### config.mk
export PLATFORM = sky130hd
export DESIGN_NAME = conv_filter_scheduler
export DESIGN_NICKNAME = d
export VERILOG_FILES = /design/src/rtl/conv_sched_pkg.sv /design/src/rtl/filter_idx_counter.sv /design/src/rtl/conv_filter_scheduler.sv
export SDC_FILE = /design/constraint.sdc
export NUM_CORES = 1
export LEC_CHECK = 0
export BUFFER_PORTS_ARGS = -buffer_cell sky130_fd_sc_hd__buf_4
export CORE_MARGIN = 3
export CORE_UTILIZATION = 29
export CTS_CLUSTER_DIAMETER = 60
export DETAILED_ROUTE_END_ITERATION = 12
export PLACE_DENSITY_LB_ADDON = 0.3
export SLEW_MARGIN = 20
export SYNTH_ARGS = -nofsm -noshare
export SYNTH_HDL_FRONTEND = slang
export SYNTH_HIERARCHICAL = 1
export SYNTH_SLANG_ARGS = --single-unit
### constraint.sdc
create_clock -name clk -period 6.25 [get_ports clk]
set_clock_uncertainty 0.05 [all_clocks]
set_input_delay 0.9375 -clock clk [delete_from_list [all_inputs] [get_ports clk]]
set_output_delay 0.9375 -clock clk [all_outputs]
set_load 0.05 [all_outputs]
### src/rtl/conv_sched_pkg.sv
// Shared types and defaults for the conv filter scheduler.
//   state_e         : scheduler phases (idle, issuing taps, waiting for results, done pulse)
//   NUM_FILTERS_DEF : default filters per output pixel
package conv_sched_pkg;

    localparam int unsigned NUM_FILTERS_DEF = 9;

    typedef enum logic [1:0] {
        StIdle,
        StRun,
        StDrain,
        StDone
    } state_e;

endpackage

### src/rtl/filter_idx_counter.sv
// Modulo-NUM_FILTERS filter index counter.
// Ports:
//   clk, reset : clock, asynchronous active-low reset
//   en         : advance the index by one
//   clr        : synchronous clear to 0 (wins over en)
//   idx        : current filter index
//   wrap       : en while idx is at NUM_FILTERS-1 (index returns to 0 next cycle)
module filter_idx_counter
    import conv_sched_pkg::*;
#(
    parameter int unsigned NUM_FILTERS = NUM_FILTERS_DEF,
    parameter int unsigned IDX_W       = 4
) (
    input  logic             clk,
    input  logic             reset,
    input  logic             en,
    input  logic             clr,
    output logic [IDX_W-1:0] idx,
    output logic             wrap
);

    localparam logic [IDX_W-1:0] IdxLast = IDX_W'(NUM_FILTERS - 1);

    logic [IDX_W-1:0] idx_q, idx_d;

    assign wrap = en && (idx_q == IdxLast);
    assign idx  = idx_q;

    always_comb begin
        idx_d = idx_q;
        if (clr) begin
            idx_d = '0;
        end else if (wrap) begin
            idx_d = '0;
        end else if (en) begin
            idx_d = idx_q + IDX_W'(1);
        end
    end

    always_ff @(posedge clk or negedge reset) begin
        if (!reset) begin
            idx_q <= '0;
        end else begin
            idx_q <= idx_d;
        end
    end

endmodule

### src/rtl/conv_filter_scheduler.sv
// Sequences the conv filter datapath over a tile of output pixels: for every pixel it issues
// one tap per filter index with valid/ready, then waits for all per-pixel results and pulses
// done.
// Ports:
//   clk, reset          : clock, asynchronous active-low reset
//   start, num_pixels   : tile start request (accepted only when idle) and its pixel count
//   abort               : synchronous cancel, returns to idle without a done pulse
//   tap_valid/tap_ready : tap handshake for (filt_idx, pix_idx)
//   acc_clear, acc_last : first / last filter of a pixel, qualified by tap_valid
//   res_valid           : one pixel result completed by the datapath
//   busy, done          : tile in progress / one-cycle completion pulse
//   perf_stall_cnt      : RUN cycles with a stalled tap (only with PERF_COUNT_EN defined)
// Optional feature macro: PERF_COUNT_EN.
module conv_filter_scheduler
    import conv_sched_pkg::*;
#(
    parameter int unsigned NUM_FILTERS = NUM_FILTERS_DEF,
    parameter int unsigned IDX_W       = 4,
    parameter int unsigned PIX_W       = 16
) (
    input  logic             clk,
    input  logic             reset,
    input  logic             start,
    input  logic             abort,
    input  logic [PIX_W-1:0] num_pixels,
    output logic             tap_valid,
    input  logic             tap_ready,
    output logic [IDX_W-1:0] filt_idx,
    output logic [PIX_W-1:0] pix_idx,
    output logic             acc_clear,
    output logic             acc_last,
    input  logic             res_valid,
    output logic             busy,
`ifdef PERF_COUNT_EN
    output logic [31:0]      perf_stall_cnt,
`endif
    output logic             done
);

    localparam logic [IDX_W-1:0] FiltLast = IDX_W'(NUM_FILTERS - 1);

    state_e           state_q, state_d;
    logic [PIX_W-1:0] num_pix_q, pix_idx_q;
    logic [PIX_W:0]   res_cnt_q, res_cnt_d;
    logic             tap_valid_q, tap_valid_d;
    logic             busy_q, busy_d;
    logic             done_q, done_d;

    logic             start_acc, step_en, filt_wrap, last_pix, final_xfer;
    logic             active, res_inc, res_reached;
    logic [IDX_W-1:0] filt_idx_w;

    assign start_acc  = (state_q == StIdle) && start && !abort;
    // tap_valid_q is only ever set in RUN, so this is the RUN-state transfer.
    assign step_en    = tap_valid_q && tap_ready && !abort;
    assign last_pix   = (pix_idx_q == (num_pix_q - PIX_W'(1)));
    assign final_xfer = filt_wrap && last_pix;

    assign active      = (state_q == StRun) || (state_q == StDrain);
    assign res_inc     = active && res_valid && (res_cnt_q < {1'b0, num_pix_q});
    assign res_cnt_d   = res_cnt_q + {{PIX_W{1'b0}}, res_inc};
    // Includes this cycle's res_valid so DRAIN leaves as soon as the last result lands.
    assign res_reached = (res_cnt_d >= {1'b0, num_pix_q});

    filter_idx_counter #(
        .NUM_FILTERS (NUM_FILTERS),
        .IDX_W       (IDX_W)
    ) u_filt_cnt (
        .clk   (clk),
        .reset (reset),
        .en    (step_en),
        .clr   (abort || start_acc),
        .idx   (filt_idx_w),
        .wrap  (filt_wrap)
    );

    // State and registered outputs.
    always_ff @(posedge clk or negedge reset) begin
        if (!reset) begin
            state_q     <= StIdle;
            tap_valid_q <= 1'b0;
            busy_q      <= 1'b0;
            done_q      <= 1'b0;
        end else begin
            state_q     <= state_d;
            tap_valid_q <= tap_valid_d;
            busy_q      <= busy_d;
            done_q      <= done_d;
        end
    end

    always_comb begin
        state_d = state_q;
        case (state_q)
            StIdle: begin
                if (start) begin
                    state_d = (num_pixels != '0) ? StRun : StDone;
                end
            end
            StRun: begin
                if (final_xfer) begin
                    state_d = StDrain;
                end
            end
            StDrain: begin
                if (res_reached) begin
                    state_d = StDone;
                end
            end
            StDone:  state_d = StIdle;
            default: state_d = StIdle;
        endcase
        if (abort) begin
            state_d = StIdle;
        end
    end

    // Outputs are decoded from the next state so they register alongside it.
    always_comb begin
        tap_valid_d = (state_d == StRun);
        busy_d      = (state_d == StRun) || (state_d == StDrain);
        done_d      = (state_d == StDone);
    end

    always_ff @(posedge clk or negedge reset) begin
        if (!reset) begin
            num_pix_q <= '0;
            pix_idx_q <= '0;
            res_cnt_q <= '0;
        end else if (abort) begin
            pix_idx_q <= '0;
            res_cnt_q <= '0;
        end else if (start_acc) begin
            num_pix_q <= num_pixels;
            pix_idx_q <= '0;
            res_cnt_q <= '0;
        end else begin
            // Return to pixel 0 after the final tap so the idle outputs read (0, 0).
            if (filt_wrap) begin
                pix_idx_q <= last_pix ? '0 : pix_idx_q + PIX_W'(1);
            end
            res_cnt_q <= res_cnt_d;
        end
    end

`ifdef PERF_COUNT_EN
    logic [31:0] stall_cnt_q;

    always_ff @(posedge clk or negedge reset) begin
        if (!reset) begin
            stall_cnt_q <= '0;
        end else if (start_acc) begin
            stall_cnt_q <= '0;
        end else if ((state_q == StRun) && tap_valid_q && !tap_ready) begin
            stall_cnt_q <= stall_cnt_q + 32'd1;
        end
    end

    assign perf_stall_cnt = stall_cnt_q;
`endif

    assign tap_valid = tap_valid_q;
    assign filt_idx  = filt_idx_w;
    assign pix_idx   = pix_idx_q;
    assign acc_clear = tap_valid_q && (filt_idx_w == '0);
    assign acc_last  = tap_valid_q && (filt_idx_w == FiltLast);
    assign busy      = busy_q;
    assign done      = done_q;

endmodule

==> results of run 1 <==
[final cells by class]
cell class	count	area, µm²
timing repair buffer	47	352.8
clock buffer	12	256.5
clock inverter	3	15.01
fill	1367	8677
multi-input combinational	337	2540
tap	176	220.2
sequential	58	1451
inverter	26	97.59
[through the flow]
stage | hold WS, ns | total power [mW] | std cells
6_report | 0.5212 | 1.650 | 659
5_1_grt | 0.5479 | 1.777 | 659
4_1_cts | 0.5266 | 1.669 | 659
3_5_place_dp | 0.5145 | 1.197 | 644
3_3_place_gp | 0.5009 | 1.174 | 644
2_1_floorplan | 0.4725 | 1.011 | 430
[flip-flops by register name, summed over array words and instances (netlist names)]
register        count
res_cnt_q          17
num_pix_q          16
pix_idx            16
u_filt_cnt/idx      4
state_q             2
busy                1
done                1
tap_valid           1
[how the worst min path moves through the flow]
stage                     slack, ns                        end  cells past startpoint
after CTS                      0.53  num_pix_q[14]$_DFFE_PN0P_                      1
final                          0.52  num_pix_q[15]$_DFFE_PN0P_                      1
after floorplan                0.47  num_pix_q[14]$_DFFE_PN0P_                      1
after detailed placement       0.51  num_pix_q[14]$_DFFE_PN0P_                      1
after global routing           0.55  num_pix_q[15]$_DFFE_PN0P_                      1
after global placement         0.50  num_pix_q[15]$_DFFE_PN0P_                      1
[logic make-up after synthesis]
family | count (synthesis) | synth area share
XOR/XNOR | 36 | 0.07965
multiplexers | 17 | 0.04603
adder cells (fa/ha/maj) | 44 | 0.1333
AND/OR/NAND/NOR | 162 | 0.2229
buffers and inverters | 35 | 0.03392
AO/OA/AOI/OAI | 78 | 0.1329
flip-flops | 58 | 0.3513
[layout by cell type, fill, tap and decap left out, types with 3 or more instances in the layout]
| master | netlist | layout |
|---|---|---|
| clkbuf_16 | 0 | 9 |
| nor4_1 | 10 | 10 |
| nand4_1 | 9 | 9 |
| a211oi_1 | 10 | 10 |
| and3_1 | 10 | 10 |
| o21ai_0 | 19 | 19 |
| clkinv_2 | 0 | 3 |
| xor2_1 | 15 | 15 |
| nor2_1 | 20 | 20 |
| buf_4 | 0 | 47 |
| and4_1 | 5 | 5 |
| nand2b_1 | 7 | 7 |
| a21o_1 | 10 | 10 |
| o311ai_1 | 4 | 4 |
| xnor2_1 | 20 | 20 |
| nand2_1 | 32 | 32 |
| nor3_1 | 7 | 7 |
| inv_1 | 26 | 26 |
| a221o_1 | 3 | 3 |
| ha_1 | 44 | 44 |
| dfrtp_1 | 58 | 58 |
| a21oi_1 | 12 | 12 |
| mux2_2 | 16 | 16 |
| nand3_1 | 23 | 23 |
| and2_1 | 16 | 16 |
| or2_2 | 3 | 3 |
[per-layer routing]
metal  track usage  share of wire  wire length [µm]  vias to the layer above
met3       0.04350          0.049               520                        5
li1              -              -                 -                     1669
met2        0.2078           0.44              4619                       88
met4       0.03444         0.0087                92                        0
met1        0.2005           0.51              5344                     1636
met5             0              0                 0                        -
[power groups by stage]
| stage | Clock [mW] | Combinational [mW] | Sequential [mW] |
|---|---|---|---|
| 6_report | 0.458 | 0.630 | 0.563 |
| 3_5_place_dp | 0 | 0.630 | 0.566 |
| 2_1_floorplan | 0 | 0.463 | 0.548 |
| 3_3_place_gp | 0 | 0.613 | 0.561 |
| 4_1_cts | 0.473 | 0.634 | 0.561 |
| 5_1_grt | 0.489 | 0.716 | 0.572 |
[critical path, delay by kind of cell (launching register included)]
family / cells / cell delay (ns)
compound gates: 14 / 2.43
fa+ha+maj: 5 / 1.26
flops: 1 / 0.41
simple gates: 2 / 0.32
buf+inv: 3 / 0.25
xor+xnor: 1 / 0.19
==> results.json, run 1 <==
{
  "status": "completed",
  "fin_tns_setup_ns": 0,
  "synth_top_flop_cell": "dfrtp_1",
  "finalSetupViolCount": 0,
  "clock_path_buffers": 2,
  "grt_antenna_before_repair": 0,
  "pwr_density_cell_nw_per_um2": 334.5,
  "postCtsSetupBuffers": 0,
  "cts_tree": "done",
  "cts.sinks": 58,
  "netlist.top_cell.by_area": "dfrtp_1",
  "seqPwrFrac": 0.341,
  "leakagePower_nw": 2.343,
  "dieHeight_um": 125.4,
  "power.switching_uw": 645.3,
  "ff2ff_setup_slack_ns": 1.25,
  "fin_util": 0.3625,
  "cap_violations": 0,
  "cts_buffers": 9,
  "fp-row-count": 42,
  "hold_violations": 0,
  "core_area_um2": 13610,
  "pwr-share-comb": 0.382,
  "cp-startpoint": "num_pix_q[1]$_DFFE_PN0P_",
  "io_pins": 47,
  "synth-edff-count": 0,
  "drt-initial-drc-count": 194,
  "syn_area_um2": 4131,
  "fin_crit_sh": 0.8007,
  "area_delta_synth_final_pct": 19.41,
  "yosysTopAreaCellShare": 0.3513,
  "worstMarginPinSlew_ns": 1.075,
  "cts_hold_buf": 0,
  "initial_core_util": 0.3035,
  "drive_gt1_frac": 0.1843,
  "syn-instance-count": 430,
  "cp-end-kind": "flop",
  "gp_congestion": 0.8936,
  "async_flop_share": 1.000,
  "finalCriticalPeriod_ns": 5.004,
  "rsz0062_at_grt": "no",
  "htreeDepth": 3,
  "r2r-end": "busy$_DFF_PN0_",
  "fin_area_um2": 4933,
  "die_width_um": 125.4,
  "fin_ws_ns": 1.246,
  "grt_overflow": 0,
  "ant_nets": 0,
  "die-area_um2": 15720,
  "synth_seq_cells": 58,
  "synth_area_leaders": "dfrtp_1 35%, ha_1 13%, mux2_2 4.4%, xnor2_1 4.2%, xor2_1 3.2%",
  "grt_usage": 0.1405,
  "wl_um": 10580,
  "internal-power_mw": 1.005,
  "synth_most_common_cell": "dfrtp_1",
  "fmax_ghz": 0.1998,
  "worst-setup-path-type": "reg -> reg",
  "root_buffer": "clkbuf_16",
  "critPathMaxStageDelay_ns": 0.41,
  "worstHoldStart": "num_pix_q[15]$_DFFE_PN0P_",
  "syn-num-nets": 496,
  "cp_slowest_cell": "dfrtp_1",
  "clk_latency_ns": 0.34,
  "cp.required_ns": 6.43,
  "ctsResizeCount": 0,
  "slew_headroom": 0.2806,
  "hpwl_um": 7940,
  "drv_slew": 0,
  "clk_pin_slew_worst_paths_ns": 0.05,
  "syn_avg_cell_area_um2": 9.608,
  "drtPass1Iterations": 4,
  "post_drt_wl_per_cell_um": 16.05,
  "reg2reg_from": "num_pix_q[1]$_DFFE_PN0P_",
  "dp_slack_ns": 1.296,
  "rr_worst_depth": 25,
  "viasPerCell": 5.156,
  "drc": 0,
  "worstHoldPathType": "reg -> reg",
  "vias": 3398,
  "crit_end": "busy$_DFF_PN0_",
  "grt_pass1_vias": 3426,
  "crit_top_cell": "ha_1",
  "ir_drop_uv": 202.3,
  "switching_share": 0.3910,
  "yosysSeqAreaShare": 0.3513,
  "synthTopCellsByCount": "58 x dfrtp_1, 44 x ha_1, 32 x nand2_1",
  "crit_arrival_ns": 5.19,
  "clock_power_share": 0.277,
  "crit_path_max_fanout": 5,
  "grt_pass1_wl_um": 17950,
  "grt_max_degree": 59,
  "antenna_cells": 0,
  "yosysUniqueCellTypes": 57,
  "ys_warn_count": 6,
  "portBuffers": 46,
  "start_kind": "flop",
  "final_nets": 545,
  "place_area_um2": 4662
}
No activity file was read; power rests on OpenSTA's default activity.
==> inputs of run 2 (changes only) <==
==> constraint.sdc (replaced) <==
create_clock -name clk -period 4.25 [get_ports clk]
set_clock_uncertainty 0.05 [all_clocks]
set_input_delay 0.6375 -clock clk [delete_from_list [all_inputs] [get_ports clk]]
set_output_delay 0.6375 -clock clk [all_outputs]
set_load 0.05 [all_outputs]
==> results.json, run 2 (synthesized netlist as in run 1, its figures left out) <==
{
  "status": "complete, but fails checks",
  "violations": "setup timing",
  "initial_core_util": 0.3035,
  "vias": 3554,
  "dieHeight_um": 125.4,
  "worstMarginPinSlew_ns": 0.8674,
  "layout_commonest_cell": "buf_4",
  "cap_violations": 0,
  "fp-row-count": 42,
  "dp_slack_ns": -0.3248,
  "finalSetupViolCount": 4,
  "hpwl_um": 8554,
  "fin_crit_sh": 1.079,
  "cp.required_ns": 4.43,
  "mostFrequentLayoutCells": "100 x buf_4, 58 x dfrtp_1, 38 x ha_1",
  "gp_congestion": 0.8469,
  "drv_slew": 0,
  "io_pins": 47,
  "hold_violations": 0,
  "power.switching_mw": 1.035,
  "worstHoldPathType": "in -> async",
  "crit_arrival_ns": 4.76,
  "grt_pass1_wl_um": 19130,
  "cts_buffers": 9,
  "finalCriticalPeriod_ns": 4.588,
  "rsz0062_at_grt": "yes",
  "grt_antenna_before_repair": 0,
  "fin_tns_setup_ns": -1.061,
  "clock_power_share": 0.281,
  "portBuffers": 46,
  "drc": 0,
  "slew_headroom": 0.4200,
  "dr_wl_met2_um": 5403,
  "leakagePower_nw": 2.637,
  "pwr-share-comb": 0.460,
  "top_register": "res_cnt_q",
  "cts_tree": "done",
  "die-area_um2": 15720,
  "die_width_um": 125.4,
  "post_drt_wl_per_cell_um": 16.03,
  "ir_drop_uv": 284.1,
  "worst-setup-path-type": "reg -> reg",
  "drtPass1Iterations": 4,
  "antenna_cells": 0,
  "fmax_ghz": 0.2180,
  "seqPwrFrac": 0.258,
  "core_area_um2": 13610,
  "cp-end-kind": "flop",
  "pwr_density_cell_nw_per_um2": 513.1,
  "wl_um": 11430,
  "drt-initial-drc-count": 231,
  "wl_met3_um": 504,
  "grt_overflow": 0,
  "area_delta_synth_final_pct": 33.28,
  "cts.sinks": 58,
  "crit_path_max_fanout": 4,
  "grt_max_degree": 59,
  "whs_ns": 0.3449,
  "internal-power_mw": 1.791,
  "fin_ws_ns": -0.3378,
  "htreeDepth": 3,
  "clock_path_buffers": 2,
  "fin_area_um2": 5507,
  "root_buffer": "clkbuf_16",
  "ant_nets": 0,
  "clk_latency_ns": 0.33,
  "grt_usage": 0.1503,
  "drive_gt1_frac": 0.3073,
  "switching_share": 0.3662,
  "grt_pass1_vias": 3769,
  "final_nets": 598,
  "clk_pin_slew_worst_paths_ns": 0.05,
  "place_area_um2": 5017,
  "highest_layer": "met4",
  "largest_reg_flops": 17,
  "drt-met1-wl_um": 5361,
  "start_kind": "flop",
  "viasPerCell": 4.985
}
-- run 2: cell types whose count changed in the layout (fill, tap and decap cells not counted), sizes merged --
cell | previous run | this run
clkbuf | 12 | 10
clkinv | 3 | 4
buf | 47 | 100
bufinv | 0 | 2
-- run 2: path summary, 6_finish.rpt --
path / endpoint / slack (ns) / from / depth (start not counted)
max: busy$_DFF_PN0_ / -0.34 / num_pix_q[1]$_DFFE_PN0P_ / 25
min: res_cnt_q[15]$_DFF_PN0_ / 0.34 / reset / 1
max reg2reg: busy$_DFF_PN0_ / -0.34 / num_pix_q[1]$_DFFE_PN0P_ / 25
min reg2reg: pix_idx[10]$_DFFE_PN0P_ / 0.53 / pix_idx[10]$_DFFE_PN0P_ / 1
max in group asynchronous: num_pix_q[3]$_DFFE_PN0P_ / 3.30 / reset / 1
min in group clk: num_pix_q[13]$_DFFE_PN0P_ / 0.50 / num_pixels[13] / 2
-- run 2: metrics by stage --
step	power [mW]	cells	util
final	2.825	713	0.4046
after global routing	3.020	713	0.4046
after CTS	2.822	711	0.4029
after detailed placement	1.968	687	0.3686
after global placement	1.932	687	0.3686
after floorplan	1.493	430	-
-- run 2: layout make-up --
cell class | instances | area [µm²]
timing repair buffer | 100 | 750.7
fill | 1323 | 8104
clock inverter | 6 | 80.08
clock buffer | 10 | 239.0
tap | 176 | 220.2
inverter | 26 | 97.59
multi-input combinational | 337 | 2668
sequential | 58 | 1451
-- run 2: power by group through the flow --
stage	Combinational (mW)	Clock [mW]	Sequential (mW)
2_1_floorplan	0.686	0	0.808
3_3_place_gp	1.20	0	0.733
3_5_place_dp	1.23	0	0.737
4_1_cts	1.28	0.807	0.730
5_1_grt	1.44	0.832	0.746
6_report	1.30	0.795	0.730
-- run 2: metal layers --
metal  up-vias  track usage
li1       1761            -
met1      1693       0.2012
met2        86       0.2442
met3        14      0.03070
met4         0      0.04847
met5         -            0
-- run 2: timing repair --
action	CTS	global route
setup endpoints to repair	4	4
pin swaps	16	7
hold buffers	0	0
resized for setup	14	2
buffers inserted	8	2
-- run 2: worst max-delay path: stages (launching register included) --
cell      delay [ns]
dfrtp_1         0.39
inv_2           0.08
ha_4            0.20
a21o_1          0.14
a21o_1          0.18
a211oi_2        0.17
o31ai_1         0.11
a21oi_1         0.14
o21ai_1         0.07
a31oi_1         0.15
ha_2            0.28
ha_4            0.16
nand3_4         0.07
inv_2           0.06
and3_4          0.19
xor2_2          0.19
ha_1            0.28
a21o_1          0.18
a211oi_2        0.23
o21ai_1         0.12
a21oi_2         0.16
o211ai_1        0.10
a21o_1          0.17
a22o_1          0.23
ha_2            0.32
inv_1           0.04
